$ cat config.mk
export PLATFORM = sky130hd
export DESIGN_NAME = fetch_queue
export DESIGN_NICKNAME = d
export VERILOG_FILES = /design/src/rtl/fetch_queue.sv
export SDC_FILE = /design/constraint.sdc
export NUM_CORES = 1
export LEC_CHECK = 0
export BUFFER_PORTS_ARGS = -buffer_cell sky130_fd_sc_hd__buf_2
export CAP_MARGIN = 15
export CORE_ASPECT_RATIO = 1.75
export CORE_MARGIN = 2
export CORE_UTILIZATION = 60
export CTS_CLUSTER_DIAMETER = 200
export DETAILED_ROUTE_END_ITERATION = 10
export PLACE_DENSITY = 0.84
export SLEW_MARGIN = 20
export SYNTH_ARGS = -nofsm -noshare
export SYNTH_HDL_FRONTEND = slang
export SYNTH_SLANG_ARGS = --single-unit
$ cat constraint.sdc
create_clock -name clk -period 6.41 [get_ports clk]
set_input_delay 0.9615 -clock clk [delete_from_list [all_inputs] [get_ports clk]]
set_output_delay 0.9615 -clock clk [all_outputs]
set_load 0.02 [all_outputs]
$ cat src/rtl/fetch_queue.sv
// In-order instruction fetch queue between a pipelined req/gnt/rvalid instruction memory and decode.
// Flushes on redirect and silently drops the responses that were still in flight at that moment.
module fetch_queue #(
    parameter int XLEN  = 32,
    parameter int ILEN  = 32,
    parameter int DEPTH = 4
) (
    input  logic            clk,
    input  logic            rst,
    input  logic [XLEN-1:0] rst_addr,
    output logic            imem_req_o,
    output logic [XLEN-1:0] imem_addr_o,
    input  logic            imem_gnt_i,
    input  logic            imem_rvalid_i,
    input  logic [ILEN-1:0] imem_rdata_i,
    input  logic            redir_i,
    input  logic [XLEN-1:0] redir_addr_i,
    output logic            fd_valid_o,
    input  logic            fd_ready_i,
    output logic [XLEN-1:0] fd_pc_o,
    output logic [ILEN-1:0] fd_instr_o,
    output logic            stall_o
);
    localparam int AW = $clog2(DEPTH);
    localparam int CW = AW + 1;
    localparam logic [CW:0] DEPTH_W = (CW + 1)'(DEPTH);

    logic [XLEN-1:0] pc_q, pc_d;
    logic [AW-1:0]   alloc_q, alloc_d, fill_q, fill_d, head_q, head_d;
    logic [CW-1:0]   count_q, count_d, out_q, out_d, drop_cnt_q, drop_cnt_d;
    logic            stall_q, stall_d;
    logic [XLEN-1:0] ent_pc_q    [DEPTH];
    logic [XLEN-1:0] ent_pc_d    [DEPTH];
    logic [ILEN-1:0] ent_instr_q [DEPTH];
    logic [ILEN-1:0] ent_instr_d [DEPTH];
    logic [DEPTH-1:0] ent_filled_q, ent_filled_d;

    logic            grant, pop, accept, drop, stale_rsp;
    logic [CW:0]     inflight;

    // Stale responses still owed by memory consume queue budget, which keeps drop_cnt within DEPTH.
    assign inflight    = {1'b0, count_q} + {1'b0, drop_cnt_q};
    assign imem_req_o  = !rst && !redir_i && (inflight < DEPTH_W);
    assign imem_addr_o = pc_q;
    assign fd_valid_o  = !rst && !redir_i && (count_q != '0) && ent_filled_q[head_q];
    assign fd_pc_o     = ent_pc_q[head_q];
    assign fd_instr_o  = ent_instr_q[head_q];
    assign stall_o     = stall_q;

    assign grant     = imem_req_o && imem_gnt_i;
    assign pop       = fd_valid_o && fd_ready_i;
    assign drop      = imem_rvalid_i && (drop_cnt_q != '0);
    assign accept    = imem_rvalid_i && (drop_cnt_q == '0) && (out_q != '0);
    assign stale_rsp = imem_rvalid_i && ((drop_cnt_q != '0) || (out_q != '0));

    always_comb begin
        pc_d         = pc_q;
        alloc_d      = alloc_q;
        fill_d       = fill_q;
        head_d       = head_q;
        count_d      = count_q;
        out_d        = out_q;
        drop_cnt_d   = drop_cnt_q;
        stall_d      = redir_i;
        ent_pc_d     = ent_pc_q;
        ent_instr_d  = ent_instr_q;
        ent_filled_d = ent_filled_q;

        if (redir_i) begin
            pc_d       = redir_addr_i;
            alloc_d    = '0;
            fill_d     = '0;
            head_d     = '0;
            count_d    = '0;
            out_d      = '0;
            drop_cnt_d = drop_cnt_q + out_q - CW'(stale_rsp);
        end else begin
            if (grant) begin
                ent_pc_d[alloc_q]     = pc_q;
                ent_filled_d[alloc_q] = 1'b0;
                alloc_d               = alloc_q + AW'(1);
                pc_d                  = pc_q + XLEN'(4);
            end
            if (accept) begin
                ent_instr_d[fill_q]  = imem_rdata_i;
                ent_filled_d[fill_q] = 1'b1;
                fill_d               = fill_q + AW'(1);
            end
            if (drop) begin
                drop_cnt_d = drop_cnt_q - CW'(1);
            end
            if (pop) begin
                head_d = head_q + AW'(1);
            end
            count_d = count_q + CW'(grant) - CW'(pop);
            out_d   = out_q + CW'(grant) - CW'(accept);
        end
    end

    always_ff @(posedge clk) begin
        if (rst) begin
            pc_q         <= rst_addr;
            alloc_q      <= '0;
            fill_q       <= '0;
            head_q       <= '0;
            count_q      <= '0;
            out_q        <= '0;
            drop_cnt_q   <= '0;
            stall_q      <= 1'b0;
            ent_filled_q <= '0;
        end else begin
            pc_q         <= pc_d;
            alloc_q      <= alloc_d;
            fill_q       <= fill_d;
            head_q       <= head_d;
            count_q      <= count_d;
            out_q        <= out_d;
            drop_cnt_q   <= drop_cnt_d;
            stall_q      <= stall_d;
            ent_filled_q <= ent_filled_d;
        end
        ent_pc_q    <= ent_pc_d;
        ent_instr_q <= ent_instr_d;
    end

    // A response with nothing owed is a memory-side protocol error; the RTL ignores it.
    assert property (@(posedge clk) disable iff (rst)
        !(imem_rvalid_i && (drop_cnt_q == '0) && (out_q == '0)));

endmodule

==> impl_results.md <==
* Synth Net Count at approximately 800
* Maximum level of the CTS H-tree at 1
* Setup Total Neg Slack at 0 ps
* Utilization of the core after routing at a little over two thirds
* Core Rows at 70
* Actual slew at the worst max-slew pin at 979 ps
* Clock sink count at 308
* WP buf/inv at 3
* Share of final-layout standard cells stronger than drive strength 1 at between 30% and 40%
* Combinational share of power at under 10%
* Effective utilization at floorplan at between 60 and 70%
* Number of maximum-capacitance violations at 0
* Met3 routing resource usage after global routing at ~2.7%
* Number of unique standard cell types used by synthesis at 48
* Setup fix buffers added after clock tree synthesis at 0
* Top Usage Layer GRT: met2
* Dpl cell area at between 10,000 and 15,000 sq um
* Resized Gates After CTS at 0
* Category of cells accounting for the largest share of critical-path delay: buffers and inverters
* Placeable core area at just over 20,000 sq um
* Leading cell types by total area after synthesis: edfxtp_1 69%, mux4_2 12%, dfxtp_1 3.2%
* Global placer's final weighted congestion at 0.812
* Buffer levels on the longest clock path at 3
* Sequence of cells on the critical path: buf_2, nor2_1, inv_1, nor3_4, buf_2
* Number of cells traversed by the worst register-to-register path at 11
* Sequential element share of the synthesized area at around 72%
* Overall track demand over capacity in global routing at between 20% and 30%
* Worst R2R Setup Slack at about 3100 ps
* Avg Synthesized Cell Area at 18.7 sq um
* CP Data Arrival Time at 3220 ps
* Most common cell after layout, fill and taps aside: edfxtp_1
* Number of global-route vias before repair at 6,987
* Horiz. Die Dim at about 110 um
* Count of synthesis-stage warnings from yosys at 0
* Source-to-sink clock delay at the later pin of the worst-skew pair at ~510 ps
* Grt met2 use at about two fifths
* Placed instance count at around 1,100
* Synthesized netlist cell count at roughly 670
* Post-detailed-route via-to-cell ratio at 5.94
* Cell area after technology mapping at ~13,000 sq um
* Final standard cell area without fillers at approximately 15,000 sq um
* Beginning of the worst register-to-register path: head_q[0]
* Final period utilization at 65.2%
* Library cell used as clock root buffer: clkbuf_16
* Startpoint of the most critical setup path: redir_i
* Pin count of the biggest net entering global routing at 67
* Number of endpoints failing setup at the final stage at 0
* Crit-path max cell delay at between 600 and 700 ps
* Residual antenna-violating net count after detailed routing at 0
* Clock input transition at the sequential cells of the worst setup and hold paths at roughly 60 ps
* Data required time of the critical path at around 5500 ps
* Fraction of synthesized cell area taken by the top area cell type at between 60 and 70%
* Detail Placement HPWL at roughly 16 mm
* Top-Level Pins at around 200
* Cell occurring most often along the worst timing path: buf_2
* Failing checks: design-rule violations
* Critical Path Fanout Max at 27
* FF+latch count, synth at between 300 and 400
* Number of I/O port buffers at 200
* Path type of the worst min-delay path: reg -> reg
* TritonCTS clock tree: yes
* Slowest stage cell, crit path: nor2_1
* Nature of the critical path endpoint: output port
* Detailed-route DRC error count at 14
* Count of flip-flops with a built-in enable after synthesis at between 200 and 300
* Post-CTS Hold Fix Bufs at 0
* Type of origin of the critical path: input pin
* Total Die Area at roughly 22,000 sq um
* Routed via count at around 6,800
* Cell leakage power at between 5 and 6 nW
* Maximum VDD drop at 259 uV
* Detail-routed net length per standard cell at about 22 um
* Area Growth Syn to Fin at 16.2%
* Result of the run: finished, violations left
* Met1 demand-to-capacity share in global routing at between 20 and 30%
* ANT cells at 0
* Aggregate routed wire length at between 20 and 25 mm
* Final net count at about 1,000
* Worst Hold Depth at 2
* RSZ-0062 raised after global routing: false
* Power spent charging and discharging nets at a little over 900 uW
* Clock network power share at around 36%
* Final instance count without filler cells at 1,144
* End of the worst register-to-register path: count_q[2]
* Class of the most critical setup path: in -> out
* First-pass GRT wire length at roughly 38 mm
* Share of synthesized registers carrying an async set or reset at 0%
* Total grt overflow at 0
* Hold worst-path end: ent_filled_q[1]
* Dominant cell type by area after synthesis: edfxtp_1
* Period minus WS final at roughly 4200 ps
* Switching portion of total power at 22.5%
* Starting DRT DRC Count at about 600
* PD cells at around 290 nW/um^2
* Power share of the sequential group at between 50% and 60%
* Hold wc startpoint: ent_filled_q[1]
* Peak clock frequency supported by timing at between 200 and 250 MHz
* Number of hold-slack violations in the final timing report at 0
* Commonest non-fill, non-tap cells in the layout: 288 x edfxtp_1, 200 x buf_2, 65 x mux4_2
* Antenna violations before repair at 0
* Filler cell count in the final layout at approximately 1,300
* Int Power at around 3.2 mW
* Final-report max-slew violation count at 0
* Clock Skews at ~11 ps
* Worst max-slew margin expressed relative to the limit at 34.7%
* TritonCTS buffer count at 26
* Die Span Y at between 150 and 200 um
* Iteration count of the initial detailed-routing pass at 8
* Prevailing post-synth register cell: edfxtp_1
-- cell type report --
type / instances / area [sq um] / share of cell area [%]
flip-flops and latches: 308 / 9060 / 62.2
inverters: 20 / 75.1 / 0.516
clock inverters: 18 / 116 / 0.799
repair buffers: 203 / 1020 / 7.03
clock buffers: 30 / 687 / 4.72
multi-input cells: 313 / 3290 / 22.6
well taps: 252 / 315 / 2.17
-- metrics by stage --
stage	hold WS (ps)	setup WS (ps)	total power [mW]
6_report	459	2230	4.15
5_1_grt	497	2010	4.29
2_1_floorplan	426	3160	2.58
4_1_cts	463	2230	4.18
3_3_place_gp	434	1860	2.71
3_5_place_dp	456	1720	2.72
-- power groups by stage --
stage	logic [mW]	clock network, mW	registers, mW
3_3_place_gp	0.327	0	2.38
6_report	0.335	1.48	2.34
4_1_cts	0.339	1.50	2.34
3_5_place_dp	0.337	0	2.38
5_1_grt	0.367	1.57	2.35
2_1_floorplan	0.193	0	2.39
-- worst min-delay path: stages (launching register included) --
cell and delay, ps:
dfxtp_1 310, nand2_1 50, o2bb2ai_1 50
-- worst max-delay path by stage --
stage,depth (start not counted),endpoint,slack (ps)
floorplan,12,out_q[2],3160
global placement,12,out_q[2],1860
detailed placement,13,count_q[2],1720
CTS,5,imem_req_o,2230
global route,12,out_q[2],2010
finish,5,imem_req_o,2230
-- layer usage --
layer / wire length (um) / vias up
met5: 0 / -
met4: 488 / 0
li1: - / 3070
met2: 13400 / 281
met1: 9020 / 3412
met3: 1660 / 37
-- cell usage after synthesis (all sizes together) (2+ instances only) --
cell type	number
a21oi	8
a22o	2
a22oi	15
and2	11
and3	8
and4	8
buf	11
clkbuf	17
dfxtp	20
edfxtp	288
fa	3
ha	20
inv	20
mux2i	10
mux4	65
nand2	29
nand3	13
nand4	5
nor2	21
nor2b	2
nor3	10
nor4	3
o21ai	24
o22ai	5
o2bb2ai	4
xnor2	28
xor2	11
-- cell families (layout without fill, tap and decap cells) --
| family | Yosys count | after routing | share of synthesized area, % |
|---|---|---|---|
| flip-flops | 308 | 308 | 72.2 |
| AND/OR/NAND/NOR | 113 | 113 | 5.16 |
| multiplexers | 76 | 76 | 12.6 |
| AO/OA/AOI/OAI | 62 | 62 | 3.21 |
| XOR/XNOR | 39 | 39 | 2.73 |
| adder cells (fa/ha/maj) | 23 | 23 | 2.48 |
| buffers and inverters | 48 | 271 | 1.61 |
-- sequential cells by signal (all words and copies together), names as in the netlist, 3 cells and up --
signal,flops
ent_instr_q,128
count_q,3
ent_filled_q,4
drop_cnt_q,3
imem_addr_o,32
out_q,3
ent_pc_q,128
Note: power is estimated with default switching activity, not from simulation.
